[config.mk]
export PLATFORM = sky130hd
export DESIGN_NAME = up_counter
export DESIGN_NICKNAME = d
export VERILOG_FILES = /design/src/rtl/up_counter_pkg.sv /design/src/rtl/up_counter_core.sv /design/src/rtl/up_counter.sv
export SDC_FILE = /design/constraint.sdc
export NUM_CORES = 1
export LEC_CHECK = 0
export CORE_AREA = 2 2 39 41
export DETAILED_ROUTE_END_ITERATION = 10
export DIE_AREA = 0 0 41 43
export SETUP_SLACK_MARGIN = 0.02
export SYNTH_ARGS = -nofsm -noshare
export SYNTH_HDL_FRONTEND = slang
export SYNTH_HIERARCHICAL = 1
export SYNTH_SLANG_ARGS = --single-unit
[constraint.sdc]
create_clock -name clk -period 3.4 [get_ports clk]
set_input_delay 0.68 -clock clk [delete_from_list [all_inputs] [get_ports clk]]
set_output_delay 0.68 -clock clk [all_outputs]
set_load 0.01 [all_outputs]
[src/rtl/up_counter_pkg.sv]
// Shared constants and next-state function for the up_counter block.
// Optional build macro: UP_COUNTER_SATURATE_EN (hold at MAX_VAL instead of wrapping).
package up_counter_pkg;

  localparam int unsigned UP_COUNTER_DEFAULT_WIDTH = 32'd4;

  // Priority: clear, then clamped load, then enabled count, else hold.
  function automatic logic [31:0] up_counter_next(
    input logic [31:0] cnt,
    input logic        en,
    input logic        clr,
    input logic        load,
    input logic [31:0] load_val,
    input logic [31:0] max_val
  );
    logic [31:0] nxt;
    nxt = cnt;
    if (clr) begin
      nxt = 32'd0;
    end else if (load) begin
      nxt = (load_val > max_val) ? max_val : load_val;
    end else if (en) begin
      if (cnt == max_val) begin
`ifdef UP_COUNTER_SATURATE_EN
        nxt = max_val;
`else
        nxt = 32'd0;
`endif
      end else begin
        nxt = cnt + 32'd1;
      end
    end else begin
      nxt = cnt;
    end
    return nxt;
  endfunction

endpackage

[src/rtl/up_counter_core.sv]
// Count register with asynchronous active-high reset and terminal-count compare.
// The next-state value is computed by the enclosing up_counter.
module up_counter_core
  import up_counter_pkg::*;
#(
  parameter int unsigned          WIDTH   = UP_COUNTER_DEFAULT_WIDTH,
  parameter logic [WIDTH-1:0]     MAX_VAL = {WIDTH{1'b1}}
) (
  input  logic             clk_i,
  input  logic             reset_i,
  input  logic [WIDTH-1:0] cnt_d_i,
  output logic [WIDTH-1:0] cnt_o,
  output logic             tc_o
);

  logic [WIDTH-1:0] cnt_q;

  // Count state register
  always_ff @(posedge clk_i or posedge reset_i) begin
    if (reset_i) begin
      cnt_q <= {WIDTH{1'b0}};
    end else begin
      cnt_q <= cnt_d_i;
    end
  end

  assign cnt_o = cnt_q;
  // tc follows cnt directly so it changes in the same cycle as the count
  assign tc_o  = (cnt_q == MAX_VAL);

endmodule

[src/rtl/up_counter.sv]
// Enable-gated up-counter with synchronous clear, clamped parallel load and tc flag.
// Build macro UP_COUNTER_SATURATE_EN selects saturate-at-MAX_VAL instead of wrap.
module up_counter
  import up_counter_pkg::*;
#(
  parameter int unsigned          WIDTH   = UP_COUNTER_DEFAULT_WIDTH,
  parameter logic [WIDTH-1:0]     MAX_VAL = {WIDTH{1'b1}}
) (
  input  logic             clk,
  input  logic             reset,
  input  logic             en,
  input  logic             clr,
  input  logic             load,
  input  logic [WIDTH-1:0] load_val,
  output logic [WIDTH-1:0] cnt,
  output logic             tc
);

  if ((WIDTH < 32'd2) || (WIDTH > 32'd32)) begin : g_bad_width
    $error("up_counter: WIDTH must be in 2..32");
  end
  if (MAX_VAL == {WIDTH{1'b0}}) begin : g_bad_max
    $error("up_counter: MAX_VAL must be in 1..2**WIDTH-1");
  end

  logic [WIDTH-1:0] cnt_d;

  // Clear/load/count priority mux, evaluated at 32 bits then narrowed
  always_comb begin
    cnt_d = WIDTH'(up_counter_next(32'(cnt), en, clr, load,
                                   32'(load_val), 32'(MAX_VAL)));
  end

  up_counter_core #(
    .WIDTH   (WIDTH),
    .MAX_VAL (MAX_VAL)
  ) u_core (
    .clk_i   (clk),
    .reset_i (reset),
    .cnt_d_i (cnt_d),
    .cnt_o   (cnt),
    .tc_o    (tc)
  );

endmodule

* After elaboration in Yosys (flattened, before gate mapping)
Cells that the tools add are included. W data, S select, Z words.
Word-level totals: register bits after elaboration 4
Cells by class: add/subtract/negate cells 1, equality and inequality tests 1, reductions and logical operators 1, multiplexer cells 4
Operators with widths (number):
- $mux W4 | 4
- $add A4 B1 Y4 const B | 1
- $eq A4 B4 Y1 const B | 1
- $reduce_bool A3 Y1 | 1

* Longest topological paths before layout
Gate-level depths: netlist of run 1.
word-level depth 5, depth in mapped cells 4, mapped depth without buffers 4

* Cells and area by module
The synthesis of run 1 kept the hierarchy.
By module, submodules not included:
- up_counter | cells each 22, times used 1, area an instance 131.4 um^2
- up_counter_core | cells each 6, times used 1, area an instance 112.6 um^2

* Worst setup path before layout of run 1
No wires, ideal clock.
kind input to register, from input en, to register u_core.cnt_q[3], in the netlist u_core/cnt_o[3], path slack 2012 ps, setup time 99 ps, arrival time 1288 ps, stages on the path 3, path through nand2_1 or3_1 a311oi_1
Between the ends: longest elaborated chain between the ends 1
Ends and longest elaborated chain:
- from (decl) | line up_counter.sv:11 | input logic en,
- $reduce_bool A3 Y1 (no source line)
- to (signal assigned) | line up_counter_core.sv:21 | cnt_q <= {WIDTH{1'b0}};
- to (signal assigned) | line up_counter_core.sv:23 | cnt_q <= cnt_d_i;
- to (decl) | line up_counter_core.sv:16 | logic [WIDTH-1:0] cnt_q;
Every way passes these cells. A chain may end at the register's enable or synchronous reset.

* Worst setup path in the final report of run 1
from register u_core.cnt_q[0], in the netlist u_core/cnt_o[0], to output tc
Between the ends: longest elaborated chain between the ends 1
Ends and longest elaborated chain:
- $eq A4 B4 Y1 | line up_counter_core.sv:29 | assign tc_o = (cnt_q == MAX_VAL);
- to (decl) | line up_counter.sv:16 | output logic tc
Every way passes these cells.

==> results of run 1 <==
==> routing by layer <==
metal / part of all wire [%] / up-vias / wire length, um
met4: 0.85 / 0 / 5
met5: 0 / - / 0
met1: 43 / 118 / 252
li1: - / 133 / -
met3: 13 / 2 / 78
met2: 43 / 18 / 252
==> stage by stage <==
step	setup WS [ps]	total power [uW]	std cells
2_1_floorplan	2010	68.1	28
6_report	1320	146	60
5_1_grt	1250	158	60
4_1_cts	1310	149	60
3_3_place_gp	1420	88.2	57
3_5_place_dp	1370	88.8	57
==> power breakdown <==
group	internal [uW]	switching, uW
Sequential	51.3	5.11
Combinational	19.6	11.7
Clock	39.4	18.8
==> critical path, stage by stage, from the launching register on <==
cell and delay, ps:
dfrtp_1 440, and4_1 200, clkdlybuf4s50_1 530
==> area by class of cell <==
class	instances	area [um2]	area share, %
Timing Repair Buffer	13	130	31.2
Multi-Input combinational cell	20	129	30.9
Sequential cell	4	100	24.0
Clock buffer	3	22.5	5.41
Tap cell	16	20.0	4.80
Inverter	4	15.0	3.60
==> cell families after synthesis <==
family	count (synthesis)	synth area share (%)
simple gates	9	16.9
compound gates	8	22.6
buf+inv	4	6.15
flops	4	41.0
xor+xnor	1	3.59
mux	1	4.62
fa+ha+maj	1	5.13
==> cell usage in the layout (no fill, tap or decap), drive strengths merged <==
| cell type | instances |
|---|---|
| or3 | 1 |
| a211oi | 1 |
| xor2 | 1 |
| a311oi | 1 |
| dfrtp | 4 |
| and4 | 1 |
| mux2 | 1 |
| clkbuf | 3 |
| nor2 | 2 |
| a221oi | 1 |
| a311o | 1 |
| a21oi | 3 |
| o21ai | 1 |
| ha | 1 |
| clkdlybuf4s50 | 13 |
| inv | 4 |
| nand2 | 5 |
==> worst paths after layout <==
path | slack, ps | cells past startpoint | startpoint | end
max | 1320 | 2 | u_core/cnt_o[0] | tc
min | 620 | 2 | u_core/cnt_o[3] | u_core/cnt_o[3]
max reg2reg | 2060 | 3 | u_core/cnt_o[0] | u_core/cnt_o[0]
min reg2reg | 620 | 2 | u_core/cnt_o[3] | u_core/cnt_o[3]
max in group asynchronous | 2620 | 2 | reset | u_core/cnt_o[2]
min in group asynchronous | 630 | 2 | reset | u_core/cnt_o[0]
==> impl_metrics.csv, run 1 <==
group,metric,value,unit
outcome,outcome,"finished, final reports clean",
power,p_per_area,350,nW/um2
floorplan,ios,14,
clocking,numClockSinks,4,
drt,routedWlPerCell,9.80,um
clocking,clk_latency,240,ps
yosys,yosysTopAreaCell,"dfrtp_1",
finish,fin_nets,56,
floorplan,core_area,1380,um2
global_routing,antenna_found_initial,0,
setup_path,worstPathRequired,2720,ps
place,globalplace.congestion,0.748,
finish,drive_gt1_share,9.09,%
clocking,cts_tree,"built",
drt,drtIter0Drc,5,
clocking,cts_buffers,3,
clocking,path_clk_slew,40,ps
finish,diodes,0,
drt,wirelength,588,um
floorplan,chipHeight,43,um
yosys,syn_nets,38,
timing,skew,4.25,ps
place,place_area,394,um2
timing,setup_violations,0,
yosys,netlist_instances,28,
setup_path,path_max_fanout,7,
setup_path,cp-start-kind,"flop",
finish,fin_area,417,um2
yosys,ys.warnings.count,6,
global_routing,grt_use_total,9.07,%
floorplan,die_w,41,um
yosys,yosysMostFrequentCell,"nand2_1",
yosys,synth_top_area_share,41.0,%
global_routing,grt_pass1_vias,223,
yosys,synth-main-ff-cell,"dfrtp_1",
floorplan,start_util,17.6,%
global_routing,grt_pass1_wl,945,um
power,vdd_drop_max,0.250,mV
yosys,netlist_area,244,um2
clocking,cts.path.max_buffers,2,
timing,relSlewSlack,82.3,%
setup_path,arrival,1400,ps
finish,fillers,153,
global_routing,met1_usage,11.7,%
setup_path,cp-end-kind,"output port",
timing,fin_setup_tns,0,ps
flow_run,drv_cap,0,
floorplan,fp-row-count,14,
yosys,yosys-top-cells-area,"dfrtp_1 41%, nand2_1 7.7%, a21oi_1 6.2%",
place,dp_hpwl,490,um
global_routing,met2_usage,9.38,%
yosys,yosysUniqueCellTypes,15,
finish,largest_reg_flops,4,
timing,fin_crit_sh,61.2,%
global_routing,gr-max-usage-layer,"met1",
clocking,cts_root_buf,"clkbuf_4",
place,io_buffers,13,
yosys,ys_seq_area_share,41.0,%
drt,vias,271,
power,p_leak,0.000178,uW
timing,clock.fmax,480,MHz
yosys,syn_area_per_cell,8.71,um2
yosys,async_flop_share,100,%
global_routing,grt_start_max_net_pins,8,
clocking,h-tree-depth,1,
timing,finalHoldViolCount,0,
drt,first_pass_iters,4,
yosys,synth_edf_count,0,
timing,period_needed,2080,ps
clocking,cts_resized,0,
yosys,synth-seq-cells,4,
timing,tightest_slew,265,ps
finish,utilization,30.1,%
floorplan,dieArea,1760,um2
drt,drc_errors,0,
timing,finalMaxSlewViolations,0,
finish,syn_to_final_growth,70.8,%
global_routing,grt_overflow_total,0,
drt,drtAntennaViolNets,0,
setup_path,crit_type,"reg2out",
hold_path,hold_path_class,"reg2reg",
timing,whs,625,ps
drt,via_per_inst,4.52,
timing,rsz0062_at_grt,"false",
global_routing,gr-usage-met3,9.42,%
clocking,cts_hold_buf,0,
clocking,post_cts_buffers,0,
yosys,synth.cells.most_frequent,"5 x nand2_1, 4 x dfrtp_1, 4 x inv_1",
Note: power is estimated with default switching activity, not from simulation.
==> run 2: changes to the inputs <==
==> constraint.sdc (replaced) <==
create_clock -name clk -period 2.15 [get_ports clk]
set_input_delay 0.43 -clock clk [delete_from_list [all_inputs] [get_ports clk]]
set_output_delay 0.43 -clock clk [all_outputs]
set_load 0.01 [all_outputs]
==> impl_metrics.csv, run 2 (synthesized netlist as in run 1, its figures left out) <==
group,metric,value,unit
setup_path,path_max_fanout,7,
setup_path,crit_type,"reg2out",
power,p_per_area,546,nW/um2
setup_path,arrival,1390,ps
floorplan,start_util,17.6,%
setup_path,r2r-end,"u_core/cnt_o[0]",
drt,drtAntennaViolNets,0,
drt,routedWlPerCell,8.77,um
clocking,cts_hold_buf,0,
clocking,path_clk_slew,40,ps
global_routing,antenna_found_initial,0,
floorplan,dieArea,1760,um2
drt,drtIter0Drc,7,
place,dp_hpwl,445,um
clocking,clk_latency,230,ps
drt,via_per_inst,4.38,
clocking,cts_resized,0,
clocking,numClockSinks,4,
setup_path,r2r_slack,850,ps
place,io_buffers,13,
setup_path,timing.rr.start,"u_core/cnt_o[0]",
timing,tightest_slew,237,ps
setup_path,cp-end-kind,"output port",
timing,setup_violations,0,
global_routing,grt_overflow_total,0,
clocking,post_cts_buffers,0,
power,p_leak,0.000178,uW
global_routing,grt_use_total,8.27,%
drt,drc_errors,0,
timing,relSlewSlack,84.2,%
timing,fin_setup_tns,0,ps
clocking,cts_root_buf,"clkbuf_4",
flow_run,drv_cap,0,
clocking,cts_buffers,3,
drt,wirelength,526,um
finish,drive_gt1_share,9.09,%
floorplan,die_w,41,um
hold_path,hold_path_class,"in2async",
power,vdd_drop_max,0.341,mV
finish,fin_nets,56,
place,globalplace.congestion,0.699,
timing,setup_ws,330,ps
clocking,cts_tree,"built",
finish,final_cell_mix,"13 x clkdlybuf4s50_1, 5 x nand2_1, 4 x inv_1, 4 x dfrtp_1",
drt,vias,263,
finish,final_common_cell,"clkdlybuf4s50_1",
floorplan,fp-row-count,14,
setup_path,worstPathRequired,1720,ps
floorplan,core_area,1380,um2
finish,diodes,0,
timing,rsz0062_at_grt,"false",
timing,period_needed,1820,ps
timing,skew,1.15,ps
finish,syn_to_final_growth,70.8,%
place,post-place-ws,376,ps
clocking,h-tree-depth,1,
clocking,cts.path.max_buffers,2,
setup_path,cp-start-kind,"flop",
outcome,outcome,"finished, final reports clean",
global_routing,grt_pass1_wl,924,um
drt,first_pass_iters,4,
setup_path,r2r_cells,3,
timing,finalHoldViolCount,0,
timing,fin_crit_sh,84.7,%
setup_path,crit_start,"u_core/cnt_o[0]",
floorplan,ios,14,
finish,largest_reg_flops,4,
global_routing,grt_pass1_vias,229,
setup_path,crit_path_end,"tc",
timing,finalMaxSlewViolations,0,
global_routing,grt_start_max_net_pins,8,
timing,clock.fmax,549,MHz
floorplan,chipHeight,43,um
[run 2: cell counts in the layout (fill, tap and decap cells not counted)]
Identical to the previous run, type by type.
[run 2: worst min-delay path by stage]
stage / from / endpoint / cells past startpoint
after floorplan: reset / u_core/cnt_o[0] / 1
after global placement: reset / u_core/cnt_o[0] / 2
after detailed placement: reset / u_core/cnt_o[0] / 2
after CTS: reset / u_core/cnt_o[0] / 2
after global routing: reset / u_core/cnt_o[2] / 2
final: reset / u_core/cnt_o[0] / 2
[run 2: cell type report]
cell class	instances	area [um2]
sequential	4	100
fill	153	967
clock buffer	3	22.5
timing repair buffer	13	130
multi-input combinational	20	129
tap	16	20.0
inverter	4	15.0
[run 2: where the power goes]
group | switching [uW] | total [uW] | internal, uW
Combinational | 18.1 | 49.2 | 31.1
Sequential | 7.70 | 88.8 | 81.1
Clock | 27.2 | 89.4 | 62.2
[run 2: routing by layer]
metal / vias up / track usage, % / part of all wire [%]
met2: 12 / 9.06 / 41
met1: 118 / 11.4 / 47
met4: 0 / 2.00 / 0
met3: 0 / 7.85 / 12
li1: 133 / - / -
met5: - / 0 / 0
[run 2: critical path, stage by stage (launching register included)]
cell             delay [ps]
dfrtp_1                 430
and4_1                  200
clkdlybuf4s50_1         520
[run 2: per-stage QoR]
stage | cells | total power [uW] | area (um2) | hold WS, ps | util, %
final | 60 | 227 | 417 | 383 | 30.1
after global routing | 60 | 247 | 417 | 389 | 30.1
after CTS | 60 | 235 | 417 | 384 | 30.1
after detailed placement | 57 | 140 | 394 | 627 | 28.5
after global placement | 57 | 140 | 394 | 628 | 28.5
after floorplan | 28 | 108 | 244 | 196 | -
